===== src/rtl/intr_ctrl_pkg.sv =====
// intr_ctrl_pkg: shared FSM states, register offsets and ID read formatting
package intr_ctrl_pkg;
  typedef enum logic [1:0] {IDLE, ASSERT, WAIT_ACK} state_t;
  localparam logic [1:0] REG_MASK = 2'd0;
  localparam logic [1:0] REG_PEND = 2'd1;
  localparam logic [1:0] REG_ID   = 2'd2;
  localparam logic [1:0] REG_ACK  = 2'd3;
  function automatic logic [7:0] id_byte(input logic act, input logic [2:0] id);
    return {act, 4'b0, id};
  endfunction
endpackage


===== src/rtl/intr_prio_enc.sv =====
// intr_prio_enc: lowest-index-wins priority encoder
module intr_prio_enc #(
  parameter int NUM_SRC = 8
) (
  input  logic [NUM_SRC-1:0] req,
  output logic               found,
  output logic [2:0]         idx
);
  always_comb begin
    found = |req;
    idx = 3'd0;
    for (int i = NUM_SRC - 1; i >= 0; i--)
      if (req[i]) idx = 3'(i);
  end
endmodule


===== src/rtl/intr_ctrl.sv =====
// intr_ctrl: edge-latching, masked, prioritised interrupt controller on the MCU I/O bus
module intr_ctrl
  import intr_ctrl_pkg::*;
#(
  parameter int         NUM_SRC   = 8,
  parameter logic [7:0] BASE_ID   = 8'hE0,
  parameter int         INT_PULSE = 2
) (
  input  logic               CLK,
  input  logic               RESET,
  input  logic [NUM_SRC-1:0] IRQ_SRC,
  input  logic               IO_STRB,
  input  logic [7:0]         PORT_ID,
  input  logic [7:0]         PORT_DIN,
  output logic [7:0]         RD_DATA,
  output logic               RD_HIT,
  output logic               INTERRUPT,
  output logic               ACTIVE
);
  state_t state, nxt;
  logic [NUM_SRC-1:0] mask, pend, prev_src, rise, clr, w1c;
  logic [7:0] off;
  logic [3:0] cnt;
  logic [2:0] active_id, sel;
  logic found, dispatch, ack_seen, wr, wr_mask, wr_pend, wr_ack;
  intr_prio_enc #(.NUM_SRC(NUM_SRC)) u_enc (.req(pend & mask), .found(found), .idx(sel));
  assign off       = PORT_ID - BASE_ID;
  assign RD_HIT    = off < 8'd4;
  assign wr        = IO_STRB && RD_HIT;
  assign wr_mask   = wr && off[1:0] == REG_MASK;
  assign wr_pend   = wr && off[1:0] == REG_PEND;
  assign wr_ack    = wr && off[1:0] == REG_ACK;
  assign rise      = IRQ_SRC & ~prev_src;
  assign w1c       = wr_pend ? PORT_DIN[NUM_SRC-1:0] : '0;
  assign dispatch  = state == IDLE && found;
  assign INTERRUPT = state == ASSERT;
  assign ACTIVE    = state != IDLE;
  always_comb begin
    clr = '0;
    for (int i = 0; i < NUM_SRC; i++) clr[i] = dispatch && sel == 3'(i);
  end
  always_comb begin
    nxt = state == IDLE   ? (found ? ASSERT : IDLE)
        : state == ASSERT ? (cnt == 4'd1 ? ((ack_seen || wr_ack) ? IDLE : WAIT_ACK) : ASSERT)
        : (wr_ack ? IDLE : WAIT_ACK);
  end
  always_ff @(posedge CLK or posedge RESET)
    if (RESET) state <= IDLE;
    else state <= nxt;
  // a fresh edge outranks both the W1C write and the dispatch clear
  always_ff @(posedge CLK or posedge RESET)
    if (RESET) begin
      mask      <= '0;
      pend      <= '0;
      prev_src  <= '0;
      active_id <= 3'd0;
      cnt       <= 4'd0;
      ack_seen  <= 1'b0;
    end else begin
      prev_src <= IRQ_SRC;
      pend     <= (pend & ~clr & ~w1c) | rise;
      if (wr_mask) mask <= PORT_DIN[NUM_SRC-1:0];
      if (dispatch) begin
        active_id <= sel;
        cnt       <= 4'(INT_PULSE);
      end else if (state == ASSERT) cnt <= cnt - 4'd1;
      ack_seen <= state == ASSERT && (ack_seen || wr_ack);
    end
  always_comb
    RD_DATA = !RD_HIT                ? 8'h00
            : off[1:0] == REG_MASK  ? 8'(mask)
            : off[1:0] == REG_PEND  ? 8'(pend)
            : off[1:0] == REG_ID    ? id_byte(ACTIVE, active_id)
            : 8'h00;
endmodule

===== config.mk =====
export PLATFORM = sky130hd
export DESIGN_NAME = intr_ctrl
export DESIGN_NICKNAME = d
export VERILOG_FILES = /design/src/rtl/intr_ctrl_pkg.sv /design/src/rtl/intr_prio_enc.sv /design/src/rtl/intr_ctrl.sv
export SDC_FILE = /design/constraint.sdc
export NUM_CORES = 1
export LEC_CHECK = 0
export CAP_MARGIN = 0
export CORE_MARGIN = 4
export CORE_UTILIZATION = 50
export CTS_CLUSTER_DIAMETER = 150
export DETAILED_ROUTE_END_ITERATION = 10
export GPL_ROUTABILITY_DRIVEN = 0
export PLACE_DENSITY = 0.74
export SYNTH_ARGS = -nofsm -noshare
export SYNTH_HDL_FRONTEND = slang
export SYNTH_SLANG_ARGS = --single-unit

===== constraint.sdc =====
create_clock -name CLK -period 1.8 [get_ports CLK]
set_clock_uncertainty 0.05 [all_clocks]
set_input_delay 0.27 -clock CLK [delete_from_list [all_inputs] [get_ports CLK]]
set_output_delay 0.27 -clock CLK [all_outputs]
set_load 0.03 [all_outputs]

==> reports/metrics.cfg <==
[timing]
worst_pin_slew_ns=0.482
setup_ws_ns=-0.0329
slew_headroom_pct=67.9
rsz0062_at_grt=yes
slew_violations=0
max_freq_mhz=546
finalSetupViolations=5
period_share_pct=102
min_period_ns=1.83
final_hold_viol_count=0

[grt]
globalRouteOverflowTotal=0
grt_max_degree=35
antenna_found_initial=0
grtUsageTotal_pct=22.7
grt_pass1_wl_um=7710
grt_pass1_vias=1687

[floorplanning]
start_util_pct=53.1
fp.dieArea_mm2=0.00465
core-area_mm2=0.00342
ios=38
rows=21
fp.dieH_um=68.2
die_w_um=68.2

[clocking]
cts.path.max_buffers=2
cts_hold_buf=0
cts.sinks=34
cts_buffers=5
clk_root_buffer_cell=clkbuf_4
clk_pin_slew_ns=0.10
cts_tree=built
htree_levels=2
clock_latency_ns=0.34

[placed_design]
dp_hpwl_um=3380
post-place-ws_ns=-0.438
dp_cells=273
numPortBuffers=37

[route]
drc=0
via_count=1634
antenna_left=0
detail_route.wl_per_cell_um=16.8
routed_wl_um=4790
firstDrtPassIters=4
initialDrtViolationCount=156
via_per_inst=5.71

[power]
power_density_mw_per_mm2=678
ir_drop_uv=568
power_uw=1690
leakage_uw=0.00112

[synth]
yosysMostFrequentCell=dfrtp_1
yosys-top-cells-area=dfrtp_1 (47%), mux2_2 (5.6%), mux2i_1 (4.4%)
synth_top_cell_by_area=dfrtp_1
ys_seq_area_share_pct=46.9
synth-async-reset-ratio_pct=100
synth_top_area_share_pct=46.9
synthFlopType=dfrtp_1
syn-num-nets=205
netlist_area_mm2=0.00181
synth_warnings=0
yosysUniqueCellTypes=47
synth.avg_cell_area_um2=10.4
synth_seq_cells=34
synthTopCellsByCount=dfrtp_1 (34), nor2_1 (21), inv_1 (15)
syn_inst=175
synth-edff-count=0

[setup_path]
required_ns=1.48
arrival_ns=1.51
end_kind=output port
path_cells=buf_6 -> ha_4 -> nor3b_4 -> nand3_4 -> nor3_2 -> buf_4
crit_type=input pin to output port
critPathMaxStageDelay_ns=0.31
start_kind=input pin
slowest_stage=nor3b_4
critPathMaxFanout=5

[finish]
areaGrowthSynthToFinish_pct=37.5
final_nets=270
final_cells=286
diodes=0
drive_gt1_share_pct=30.4

[status]
violations=negative setup slack
status=finished, violations left

[flow_run]
maxCapViolCount=0

[hold_path]
min_path_type=input pin to asynchronous set/reset pin

logic make-up (layout without fill, tap and decap cells):
family	after synthesis	in the layout	synth area share [%]
AND/OR/NAND/NOR	57	58	17.7
XOR/XNOR	3	3	1.86
flip-flops	34	34	46.9
AO/OA/AOI/OAI	43	43	17.6
adder cells (fa/ha/maj)	3	3	2.07
buffers and inverters	18	82	3.86
multiplexers	17	17	10.0
worst max-delay path: cells and delay by family:
family | cells | cell delay, ns
and+or+nand+nor | 3 | 0.72
buffers and inverters | 2 | 0.29
adders and majority gates | 1 | 0.23
final timing paths:
path | slack, ns | start | depth (start not counted) | end
max in group asynchronous | 1.12 | RESET | 3 | prev_src[3]$_DFF_PP0_
worst max register to register | 0.13 | state[0]$_DFF_PP0_ | 5 | pend[2]$_DFF_PP0_
min in group CLK | 0.33 | IRQ_SRC[5] | 1 | prev_src[5]$_DFF_PP0_
worst min-delay path | 0.28 | RESET | 3 | mask[3]$_DFFE_PP0P_
worst max-delay path | -0.03 | PORT_ID[6] | 6 | RD_DATA[3]
worst min register to register | 0.38 | prev_src[0]$_DFF_PP0_ | 1 | pend[0]$_DFF_PP0_
where the power goes:
part / total, uW / internal, uW / switching, uW
sequential: 899 / 836 / 62.7
combinational: 410 / 201 / 209
clock: 381 / 140 / 241
total: 1690 / 1180 / 513
routing by layer:
| metal | global-route usage [%] | vias up | routed length [um] |
|---|---|---|---|
| met5 | 0 | - | 0 |
| met4 | 9.18 | 0 | 77 |
| met3 | 6.40 | 10 | 457 |
| met2 | 35.9 | 79 | 2290 |
| met1 | 29.3 | 785 | 1970 |
| li1 | - | 760 | - |
per-stage QoR:
| step | hold slack (ns) | cell area, um2 | TNS [ns] | utilization [%] |
|---|---|---|---|---|
| after global placement | 0.361 | 2340 | -8.04 | 68.4 |
| after CTS | 0.287 | 2440 | 0 | 71.5 |
| after floorplan | 0.251 | 1810 | -1.01 | - |
| after detailed placement | 0.374 | 2340 | -9.54 | 68.4 |
| after global routing | 0.309 | 2490 | -0.373 | 73.0 |
| final | 0.276 | 2490 | -0.0655 | 73.0 |
cell type report:
type | instances | area (um2)
clock buffer | 5 | 37.5
clock inverter | 2 | 10.0
fill | 268 | 922
inverter | 16 | 61.3
multi-input combinational | 124 | 967
sequential | 34 | 851
tap | 46 | 57.6
timing repair buffer | 59 | 509
cell usage in the layout, fill, tap and decap left out, types with 2 or more instances in the layout:
cell / synthesis / final
nand4_1: 4 / 4
a21oi_1: 11 / 10
clkdlybuf4s50_1: 0 / 20
clkinv_2: 1 / 3
ha_1: 3 / 2
buf_4: 0 / 29
mux2i_1: 8 / 8
mux2_2: 9 / 9
nor2_1: 21 / 17
a22o_1: 2 / 2
dfrtp_1: 34 / 34
o21ai_0: 5 / 5
dlygate4sd2_1: 0 / 4
clkbuf_4: 0 / 5
nand3_1: 2 / 2
nor2b_1: 4 / 3
a22oi_2: 2 / 3
nor3_1: 6 / 2
buf_6: 0 / 3
inv_1: 15 / 14
nand2_1: 7 / 7
a31oi_1: 2 / 2
o211ai_1: 2 / 2
o22ai_1: 4 / 4
nand2b_1: 4 / 4
nor3_2: 0 / 4
nand3_4: 2 / 2
nor2_2: 0 / 3
what timing repair did:
action	4_1_cts	5_1_grt
resized for setup	21	15
setup endpoints to repair	23	13
buffers inserted	2	2
pin swaps	6	2
cloned	2	0
hold endpoints to repair	0	0
registers in the layout, summed over array words and instances, names as in the netlist:
name / flops
ack_seen: 1
active_id: 3
cnt: 4
mask: 8
pend: 8
prev_src: 8
state: 2
Power figures use the tool's default switching activity.
